<file path="config.mk">
export PLATFORM = sky130hd
export DESIGN_NAME = bitwise_op_sequencer
export DESIGN_NICKNAME = d
export VERILOG_FILES = /design/src/rtl/bitwise_seq_pkg.sv /design/src/rtl/rr_arbiter.sv /design/src/rtl/bitwise_op_sequencer.sv
export SDC_FILE = /design/constraint.sdc
export NUM_CORES = 1
export LEC_CHECK = 0
export BUFFER_PORTS_ARGS = -buffer_cell sky130_fd_sc_hd__buf_2
export CAP_MARGIN = 10
export CORE_UTILIZATION = 33
export CTS_CLUSTER_DIAMETER = 60
export DETAILED_ROUTE_END_ITERATION = 7
export SLEW_MARGIN = 20
export SYNTH_ARGS = -nofsm -noshare
export SYNTH_HDL_FRONTEND = slang
export SYNTH_SLANG_ARGS = --single-unit
export TNS_END_PERCENT = 50
</file>
<file path="constraint.sdc">
create_clock -name clk -period 3.1 [get_ports clk]
set_input_delay 0.31 -clock clk [delete_from_list [all_inputs] [get_ports clk]]
set_output_delay 0.31 -clock clk [all_outputs]
set_load 0.01 [all_outputs]
</file>
<file path="src/rtl/bitwise_seq_pkg.sv">
// Shared types and NOT/AND micro-programs for the bitwise op sequencer.
// Every composite op is expressed as a short walk through a single NOT/AND unit.
package bitwise_seq_pkg;

  typedef enum logic [2:0] {
    OP_NOT  = 3'd0,
    OP_AND  = 3'd1,
    OP_NAND = 3'd2,
    OP_OR   = 3'd3,
    OP_NOR  = 3'd4,
    OP_XOR  = 3'd5,
    OP_RSV6 = 3'd6,
    OP_RSV7 = 3'd7
  } opcode_e;

  typedef enum logic {
    SEL_NOT = 1'b0,
    SEL_AND = 1'b1
  } unit_sel_e;

  typedef enum logic [2:0] {
    REG_RA,
    REG_RB,
    REG_TA,
    REG_TB,
    REG_R
  } reg_sel_e;

  typedef struct packed {
    unit_sel_e sel;
    reg_sel_e  src_a;
    reg_sel_e  src_b;
    reg_sel_e  dst;
    logic      last;
  } step_t;

  localparam int STEPS_NOT  = 1;
  localparam int STEPS_AND  = 1;
  localparam int STEPS_NAND = 2;
  localparam int STEPS_NOR  = 3;
  localparam int STEPS_OR   = 4;
  localparam int STEPS_XOR  = 7;

  function automatic int step_count(opcode_e op);
    case (op)
      OP_NOT:  return STEPS_NOT;
      OP_AND:  return STEPS_AND;
      OP_NAND: return STEPS_NAND;
      OP_NOR:  return STEPS_NOR;
      OP_OR:   return STEPS_OR;
      OP_XOR:  return STEPS_XOR;
      default: return 0;
    endcase
  endfunction

  function automatic step_t mk_step(unit_sel_e sel, reg_sel_e a, reg_sel_e b, reg_sel_e d);
    step_t s;
    s.sel   = sel;
    s.src_a = a;
    s.src_b = b;
    s.dst   = d;
    s.last  = 1'b0;
    return s;
  endfunction

  // NOT steps ignore src_b; it is parked on RA.
  function automatic step_t microcode(opcode_e op, logic [2:0] idx);
    step_t s;
    s = mk_step(SEL_NOT, REG_RA, REG_RA, REG_R);
    case (op)
      OP_NOT: s = mk_step(SEL_NOT, REG_RA, REG_RA, REG_R);
      OP_AND: s = mk_step(SEL_AND, REG_RA, REG_RB, REG_R);
      OP_NAND:
        case (idx)
          3'd0:    s = mk_step(SEL_AND, REG_RA, REG_RB, REG_TA);
          default: s = mk_step(SEL_NOT, REG_TA, REG_RA, REG_R);
        endcase
      OP_NOR:
        case (idx)
          3'd0:    s = mk_step(SEL_NOT, REG_RA, REG_RA, REG_TA);
          3'd1:    s = mk_step(SEL_NOT, REG_RB, REG_RA, REG_TB);
          default: s = mk_step(SEL_AND, REG_TA, REG_TB, REG_R);
        endcase
      OP_OR:
        case (idx)
          3'd0:    s = mk_step(SEL_NOT, REG_RA, REG_RA, REG_TA);
          3'd1:    s = mk_step(SEL_NOT, REG_RB, REG_RA, REG_TB);
          3'd2:    s = mk_step(SEL_AND, REG_TA, REG_TB, REG_TA);
          default: s = mk_step(SEL_NOT, REG_TA, REG_RA, REG_R);
        endcase
      OP_XOR:
        case (idx)
          3'd0:    s = mk_step(SEL_AND, REG_RA, REG_RB, REG_TA);
          3'd1:    s = mk_step(SEL_NOT, REG_TA, REG_RA, REG_TB);
          3'd2:    s = mk_step(SEL_NOT, REG_RA, REG_RA, REG_TA);
          3'd3:    s = mk_step(SEL_NOT, REG_RB, REG_RA, REG_RA);
          3'd4:    s = mk_step(SEL_AND, REG_TA, REG_RA, REG_TA);
          3'd5:    s = mk_step(SEL_NOT, REG_TA, REG_RA, REG_TA);
          default: s = mk_step(SEL_AND, REG_TA, REG_TB, REG_R);
        endcase
      default: s = mk_step(SEL_NOT, REG_RA, REG_RA, REG_R);
    endcase
    s.last = (idx == 3'(step_count(op) - 1));
    return s;
  endfunction

endpackage

</file>
<file path="src/rtl/rr_arbiter.sv">
// Round-robin arbiter: one-hot grant, search starts just after the last winner.
// The pointer moves only when the grant is taken (advance).
module rr_arbiter #(
  parameter int NumReq = 2,
  localparam int IdW = (NumReq > 1) ? $clog2(NumReq) : 1
) (
  input  logic              clk,
  input  logic              rst,
  input  logic [NumReq-1:0] req,
  input  logic              advance,
  output logic [NumReq-1:0] grant,
  output logic [IdW-1:0]    grant_idx
);

  logic [IdW-1:0] ptr;
  logic [IdW-1:0] cand;
  logic           found;

  always_comb begin
    grant     = '0;
    grant_idx = '0;
    found     = 1'b0;
    cand      = '0;
    for (int k = 0; k < NumReq; k++) begin
      cand = IdW'((int'(ptr) + 1 + k) % NumReq);
      if (!found && req[cand]) begin
        found       = 1'b1;
        grant[cand] = 1'b1;
        grant_idx   = cand;
      end
    end
  end

  // Reset to the last index so requester 0 is searched first.
  always_ff @(posedge clk) begin
    if (rst) begin
      ptr <= IdW'(NumReq - 1);
    end else if (advance) begin
      ptr <= grant_idx;
    end
  end

endmodule

</file>
<file path="src/rtl/bitwise_op_sequencer.sv">
// Arbitrates requesters and runs each op as a NOT/AND micro-program on one shared unit.
// Latency is step count + 1 cycles from accept; the response holds until resp_ready.
module bitwise_op_sequencer
  import bitwise_seq_pkg::*;
#(
  parameter int BitWidth = 8,
  parameter int NumReq   = 2,
  localparam int IdW = (NumReq > 1) ? $clog2(NumReq) : 1
) (
  input  logic                       clk,
  input  logic                       rst,
  input  logic [NumReq-1:0]          req_valid,
  output logic [NumReq-1:0]          req_ready,
  input  logic [3*NumReq-1:0]        req_op,
  input  logic [BitWidth*NumReq-1:0] req_a,
  input  logic [BitWidth*NumReq-1:0] req_b,
  output logic                       resp_valid,
  input  logic                       resp_ready,
  output logic [IdW-1:0]             resp_id,
  output logic [BitWidth-1:0]        resp_data,
  output logic                       resp_err,
  output logic                       unit_sel,
  output logic [BitWidth-1:0]        unit_a,
  output logic [BitWidth-1:0]        unit_b,
  input  logic [BitWidth-1:0]        unit_out
);

  typedef enum logic [1:0] {
    ST_IDLE,
    ST_EXEC,
    ST_RESP
  } state_e;

  state_e              state, state_nxt;
  logic [BitWidth-1:0] ra, rb, ta, tb, r;
  opcode_e             op;
  logic                err;
  logic [IdW-1:0]      id;
  logic [2:0]          idx;
  step_t               step;

  logic [NumReq-1:0]   arb_req;
  logic [NumReq-1:0]   grant;
  logic [IdW-1:0]      grant_idx;
  logic                accept;
  opcode_e             new_op;
  logic [BitWidth-1:0] new_a, new_b;
  logic                new_rsv;
  logic [BitWidth-1:0] src_a_val, src_b_val;

  assign arb_req   = (state == ST_IDLE) ? req_valid : '0;
  assign accept    = |grant;
  assign req_ready = grant;

  rr_arbiter #(.NumReq(NumReq)) u_arb (
    .clk       (clk),
    .rst       (rst),
    .req       (arb_req),
    .advance   (accept),
    .grant     (grant),
    .grant_idx (grant_idx)
  );

  always_comb begin
    new_op  = opcode_e'(req_op[3*int'(grant_idx) +: 3]);
    new_a   = req_a[BitWidth*int'(grant_idx) +: BitWidth];
    new_b   = req_b[BitWidth*int'(grant_idx) +: BitWidth];
    new_rsv = (new_op == OP_RSV6) || (new_op == OP_RSV7);
  end

  assign step = microcode(op, idx);

  always_comb begin
    src_a_val = '0;
    src_b_val = '0;
    case (step.src_a)
      REG_RA:  src_a_val = ra;
      REG_RB:  src_a_val = rb;
      REG_TA:  src_a_val = ta;
      REG_TB:  src_a_val = tb;
      default: src_a_val = r;
    endcase
    case (step.src_b)
      REG_RA:  src_b_val = ra;
      REG_RB:  src_b_val = rb;
      REG_TA:  src_b_val = ta;
      REG_TB:  src_b_val = tb;
      default: src_b_val = r;
    endcase
  end

  // The shared unit sees quiet zeros whenever no micro-step is running.
  always_comb begin
    unit_sel = 1'b0;
    unit_a   = '0;
    unit_b   = '0;
    if (state == ST_EXEC) begin
      unit_sel = step.sel;
      unit_a   = src_a_val;
      unit_b   = src_b_val;
    end
  end

  always_comb begin
    state_nxt = state;
    case (state)
      ST_IDLE: if (accept) state_nxt = new_rsv ? ST_RESP : ST_EXEC;
      ST_EXEC: if (step.last) state_nxt = ST_RESP;
      ST_RESP: if (resp_ready) state_nxt = ST_IDLE;
      default: state_nxt = ST_IDLE;
    endcase
  end

  assign resp_valid = (state == ST_RESP);
  assign resp_data  = resp_valid ? r : '0;
  assign resp_err   = resp_valid & err;
  assign resp_id    = resp_valid ? id : '0;

  always_ff @(posedge clk) begin
    if (rst) begin
      state <= ST_IDLE;
      ra    <= '0;
      rb    <= '0;
      ta    <= '0;
      tb    <= '0;
      r     <= '0;
      op    <= OP_NOT;
      err   <= 1'b0;
      id    <= '0;
      idx   <= '0;
    end else begin
      state <= state_nxt;
      case (state)
        ST_IDLE: begin
          if (accept) begin
            ra  <= new_a;
            rb  <= new_b;
            ta  <= '0;
            tb  <= '0;
            r   <= '0;
            op  <= new_op;
            err <= new_rsv;
            id  <= grant_idx;
            idx <= '0;
          end
        end
        ST_EXEC: begin
          idx <= idx + 3'd1;
          case (step.dst)
            REG_RA:  ra <= unit_out;
            REG_RB:  rb <= unit_out;
            REG_TA:  ta <= unit_out;
            REG_TB:  tb <= unit_out;
            default: r  <= unit_out;
          endcase
        end
        default: ;
      endcase
    end
  end

endmodule

</file>
* After elaboration in Yosys (flattened, before gate mapping) *
Index checks and enable logic that the tools add are counted.

cells by class
  $add $sub $neg = 4
  multipliers = 1
  $lt $le $gt $ge = 4
  equality and inequality tests = 32
  shifts and indexed selects = 3
  muxes and demuxes = 47
  bitwise logic cells = 2
  reduce and logical (&&, ||, !) cells = 23

operator list
  kind                                                                          count
  8-bit two-way mux                                                             11
  8-bit one-hot mux with 2 select lines                                         5
  11-bit one-hot mux with 6 select lines                                        1
  8-bit one-hot mux with 4 select lines                                         2
  11-bit one-hot mux with 5 select lines                                        1
  11-bit one-hot mux with 3 select lines                                        1
  16-bit by 5-bit variable part select with 8-bit output                        2
  3-bit by 2-bit == test with 1-bit output, second input constant               10
  11-bit one-hot mux with 2 select lines                                        1
  3-bit == test, second input constant                                          6
  3-bit AND reduction                                                           6
  3-bit by 1-bit == test with 1-bit output, second input constant               5
  3-bit logical NOT                                                             5
  3-bit one-hot mux with 5 select lines                                         1
  2-bit two-way mux                                                             7
  1-bit two-way mux                                                             11
  11-bit two-way mux                                                            1
  2-bit by 1-bit inequality test with 1-bit output, second input constant       5
  2-bit inequality test, second input constant                                  3
  2-bit one-hot mux with 3 select lines                                         1
  3-bit one-hot mux with 2 select lines                                         1
  6-bit by 4-bit variable part select with 3-bit output                         1
  1-bit by 2-bit less-than comparator with 1-bit output, second input constant  2
  2-bit AND reduction                                                           2
  19 further kinds                                                              25

storage, ports and cells
  bits in registers = 51
  input port bits = 51
  output and inout bits = 30

* Longest topological paths before layout *
  word-level depth = 15
  depth in mapped cells = 9

* By module *
From an unflattened synthesis, not the netlist that was laid out.

unflattened totals
  cells, all modules = 420
  area, all modules = 3429.5 um^2

modules (own cells, without submodules)
  module                times used  cells an instance  area each (um^2)
  bitwise_op_sequencer  1           413                3364.5
  rr_arbiter            1           7                  65.1

* Worst setup path after synthesis *
No wires, ideal clock.

  path type = flip-flop to output port
  start = register idx[1]
  end = output port unit_a[5]
  arrival time = 2.072 ns
  data required time = 2.790 ns
  setup slack = 0.718 ns
  cell stages (with the launch flop) = 10
  buffers on the path = 2
  cell sequence = dfxtp_1 -> clkbuf_1 -> inv_1 -> ha_1 -> nand2b_1 -> o2bb2a_1 -> o22ai_2 -> buf_4 -> mux2i_1 -> o22ai_1

on the way
  word-level cells in the longest chain between the ends = 6
  elaborated cells on any way between the ends = 17
  classes of those cells = 8 x eq/ne; 7 x mux; 2 x reduce/logical

RTL lines
  what                                                                    line                         source
  start, declared                                                         bitwise_op_sequencer.sv:39   logic [2:0] idx;
  start signal, assigned                                                  bitwise_op_sequencer.sv:148  idx <= idx + 3'd1;
  3-bit == test, or another cell as far along                             bitwise_seq_pkg.sv:92        case (idx)
  11-bit one-hot mux with 6 select lines, or another cell as far along    bitwise_seq_pkg.sv:92
  11-bit one-hot mux with 5 select lines *                                bitwise_seq_pkg.sv:70        case (op)
  3-bit by 2-bit == test with 1-bit output, or another cell as far along  bitwise_op_sequencer.sv:76   case (step.src_a)
  8-bit one-hot mux with 4 select lines *                                 bitwise_op_sequencer.sv:76
  8-bit two-way mux *                                                     bitwise_op_sequencer.sv:97   if (state == ST_EXEC) begin
  end, declared                                                           bitwise_op_sequencer.sv:23   output logic [BitWidth-1:0] unit_a,

Mark *: on every way between the ends. The rest lies on a longest branch, timed or not.

* Worst setup path after layout *
  start = register op[1]
  end = output port unit_b[5]

on the way
  word-level cells in the longest chain between the ends = 5
  elaborated cells on any way between the ends = 12
  classes of those cells = 8 x eq/ne; 3 x mux; 1 x reduce/logical

RTL lines
  what                                                                    line                         source
  start, declared                                                         bitwise_op_sequencer.sv:36   opcode_e op;
  start signal, assigned                                                  bitwise_op_sequencer.sv:141  op <= new_op;
  3-bit == test, or another cell as far along                             bitwise_seq_pkg.sv:70
  11-bit one-hot mux with 5 select lines *                                bitwise_seq_pkg.sv:70
  3-bit by 2-bit == test with 1-bit output, or another cell as far along  bitwise_op_sequencer.sv:83   case (step.src_b)
  8-bit one-hot mux with 4 select lines *                                 bitwise_op_sequencer.sv:83
  8-bit two-way mux *                                                     bitwise_op_sequencer.sv:97
  end, declared                                                           bitwise_op_sequencer.sv:24   output logic [BitWidth-1:0] unit_b,

Marked as above.

==> results.sh <==
export IMPL_preCtsSetupSlack_ns=0.410
export IMPL_ctsLongestPathBuffers=2
export IMPL_cts_sink_count=51
export IMPL_antenna_cells=0
export IMPL_r2r_slack_ns=0.56
export IMPL_finalSetupViolCount=0
export IMPL_netlist_cell_type_count=46
export IMPL_crit_path_end_kind="primary output"
export IMPL_routedWlPerCell_um=16.7
export IMPL_dieArea_um2=10400
export IMPL_ys_flop_type="sky130_fd_sc_hd__dfxtp_1"
export IMPL_finish_utilization_pct=40.3
export IMPL_async_reset_ff_share_pct=0
export IMPL_core_area_um2=9730
export IMPL_io_pins=81
export IMPL_antenna_found_initial=0
export IMPL_worst_skew_pair_late_latency_ns=0.30
export IMPL_hold_path_cell_count=3
export IMPL_chipWidth_um=102
export IMPL_outcome="complete, no violations"
export IMPL_crit_chain="nor4bb_1, a311oi_2, and3_1, a22oi_1, a21oi_1, buf_2"
export IMPL_number_of_instances_in_the_synthesized_netlist=412
export IMPL_peakVddDrop_v=0.000304
export IMPL_path_max_fanout=16
export IMPL_power_switching_uw=1320
export IMPL_finalCritPeriodShare_pct=94.7
export IMPL_cellLeakagePower_uw=0.00161
export IMPL_grt_first_pass_wirelength_um=16400
export IMPL_drt_pass1_iterations=5
export IMPL_power_frac_clock_pct=14.3
export IMPL_cap_viol_max_count=0
export IMPL_grtUsageMet3_pct=2.53
export IMPL_rows=36
export IMPL_vias=3292
export IMPL_first_global_vias=3084
export IMPL_rsz_0062_raised_after_global_routing="yes"
export IMPL_synth_area_top_cells="sky130_fd_sc_hd__dfxtp_1, sky130_fd_sc_hd__mux2i_1, sky130_fd_sc_hd__nand2_1"
export IMPL_gp_congestion=0.886
export IMPL_postRouteAntennaNets=0
export IMPL_ys_seq_area_share_pct=30.9
export IMPL_busiest_layer="met2"
export IMPL_stdcell_count=611
export IMPL_layout_cells_most_common="sky130_fd_sc_hd__buf_2"
export IMPL_timing_hold_worst_start="req_op[3]"
export IMPL_clk_pin_slew_ns=0.10
export IMPL_criticalPathCategory="reg -> out"
export IMPL_track_usage_pct=20.3
export IMPL_mappedNetlistArea_um2=3310
export IMPL_r2r_end="state[0]"
export IMPL_logic_depth_of_the_worst_register_to_register_path=8
export IMPL_chipHeight_um=102
export IMPL_dpl_hpwl_um=7390
export IMPL_synth_largest_type_area_fraction_pct=30.9
export IMPL_cts_hold_bufs=0
export IMPL_global_route_usage_met2_pct=31.1
export IMPL_clock_root_buffer="sky130_fd_sc_hd__clkbuf_8"
export IMPL_synthesis_nets=469
export IMPL_drc=0
export IMPL_overall_routed_net_length_um=10200
export IMPL_internal_power_contribution_uw=1580
export IMPL_setup_total_negative_slack_ns=0
export IMPL_cp_arrival_ns=2.63
export IMPL_power_sequential_fraction_pct=34.6
export IMPL_ys_warn_count=0
export IMPL_setup_ws_ns=0.163
export IMPL_cts_made_buffers=5
export IMPL_hold_viol_final=0
export IMPL_port_buffers=80
export IMPL_post_route_min_period_ns=2.94
export IMPL_post_drt_via_cell_ratio=5.39
export IMPL_timing_hold_worst_class="in -> reg"
export IMPL_clock_tree_from_tritoncts="built"
export IMPL_tightest_slew_ns=0.706
export IMPL_drt_iter0_drc=323
export IMPL_library_cell_with_the_largest_summed_area_after_synthesis="sky130_fd_sc_hd__dfxtp_1"
export IMPL_fmax_ghz=0.340
export IMPL_crit_path_start_kind="flip-flop"
export IMPL_timing_final_max_slew_violations=0
export IMPL_power_density_cell_area_nw_per_um2=742
export IMPL_timing_critical_path_required_ns=2.79
export IMPL_placed_cells_incl_taps=604
export IMPL_maximum_number_of_pins_on_one_net_before_global_route_repair=40
export IMPL_drive_above_1_share_pct=23.6
export IMPL_synth_area_per_cell_um2=8.03
export IMPL_timing_max_slew_rel_slack_pct=52.6
export IMPL_syn_to_final_growth_pct=18.4
export IMPL_clock_skew_ns=0.00843
export IMPL_final_net_count=535
export IMPL_synth_edff_count=0
export IMPL_grt_overflow=0
export IMPL_gr_usage_met1_pct=30.0
export IMPL_hold_path_end="op[0]"
export IMPL_cts_max_level=2
export IMPL_mostFrequentLayoutCells="sky130_fd_sc_hd__buf_2, sky130_fd_sc_hd__nand2_1, sky130_fd_sc_hd__dfxtp_1"
export IMPL_power_switching_fraction_pct=45.5
export IMPL_combinationalPowerShare_pct=51.1
export IMPL_critical_path_max_stage_delay_ns=0.69
export IMPL_cpMaxStageDelayCell="sky130_fd_sc_hd__dfxtp_1"
export IMPL_initial_core_util_pct=34.0
export IMPL_postSynthRegisterBits=51
export IMPL_critical_path_reg2reg_startpoint="op[1]"
## kinds of logic after synthesis
group | count (synthesis) | share of synthesized area [%]
XOR/XNOR | 4 | 1.06
buffers and inverters | 42 | 5.33
adder cells (fa/ha/maj) | 6 | 2.27
AND/OR/NAND/NOR | 160 | 23.3
multiplexers | 57 | 17.7
flip-flops | 51 | 30.9
AO/OA/AOI/OAI | 92 | 19.5
## timing repair
action                                  CTS  global route
gates resized for setup                   0             2
buffers inserted                          0             0
endpoints found under the setup margin    0            10
## worst max-delay path: cells and delay by family (launching register included)
family	cells	cell delay (ns)
AOI/OAI and AO/OA	3	0.81
DFF	1	0.69
and+or+nand+nor	2	0.66
buffers and inverters	1	0.16
## through the flow
step	hold WS [ns]	power [uW]	area, um^2
floorplan	0.434	2040	3310
global placement	0.445	2450	3820
detailed placement	0.446	2470	3820
CTS	0.262	2880	3910
global route	0.275	3120	3920
finish	0.262	2910	3920
## metal layers
metal,routed length (um),vias to the layer above
met3,727,10
li1,-,1601
met2,4530,142
met1,4830,1539
met5,0,-
met4,103,0
## worst max path at each step
stage                     slack, ns         to    from
after floorplan                0.72  unit_a[5]  idx[1]
after global placement         0.48  unit_b[5]   op[1]
after detailed placement       0.41  unit_b[5]   op[1]
after CTS                      0.07  unit_b[5]   op[1]
after global routing          -0.01  unit_b[5]   op[1]
final                          0.16  unit_b[5]   op[1]
## cell type report
type / instances / area, um^2
sequential: 51 / 1020
tap: 133 / 166
timing repair buffer: 90 / 475
inverter: 11 / 41.3
clock buffer: 6 / 82.6
multi-input combinational: 319 / 2120
fill: 1024 / 5810
clock inverter: 1 / 8.76
## power groups by stage
| stage | Clock (uW) | Sequential [uW] | Combinational [uW] |
|---|---|---|---|
| final | 416 | 1010 | 1490 |
| after floorplan | 0 | 904 | 1140 |
| after CTS | 419 | 994 | 1470 |
| after global placement | 0 | 1000 | 1450 |
| after global routing | 450 | 1030 | 1650 |
| after detailed placement | 0 | 1010 | 1470 |
## sequential cells by signal (all words and copies together) (netlist names)
name,count
tb,8
u_arb.ptr,1
idx,3
id,1
op,3
ra,8
state,2
ta,8
rb,8
r,8
err,1
## synth_stat cells (8+ instances only)
library cell and n:
sky130_fd_sc_hd__nor2_1 34, sky130_fd_sc_hd__mux2_2 8, sky130_fd_sc_hd__and2_1 18, sky130_fd_sc_hd__nand2_1 55, sky130_fd_sc_hd__nor2b_1 13, sky130_fd_sc_hd__mux2i_1 48
sky130_fd_sc_hd__a311oi_1 12, sky130_fd_sc_hd__a22oi_1 9, sky130_fd_sc_hd__nand3_1 19, sky130_fd_sc_hd__a221o_1 9, sky130_fd_sc_hd__dfxtp_1 51, sky130_fd_sc_hd__clkbuf_1 19
sky130_fd_sc_hd__o22ai_1 10, sky130_fd_sc_hd__a21oi_1 29, sky130_fd_sc_hd__inv_1 11
Power figures use the tool's default switching activity.
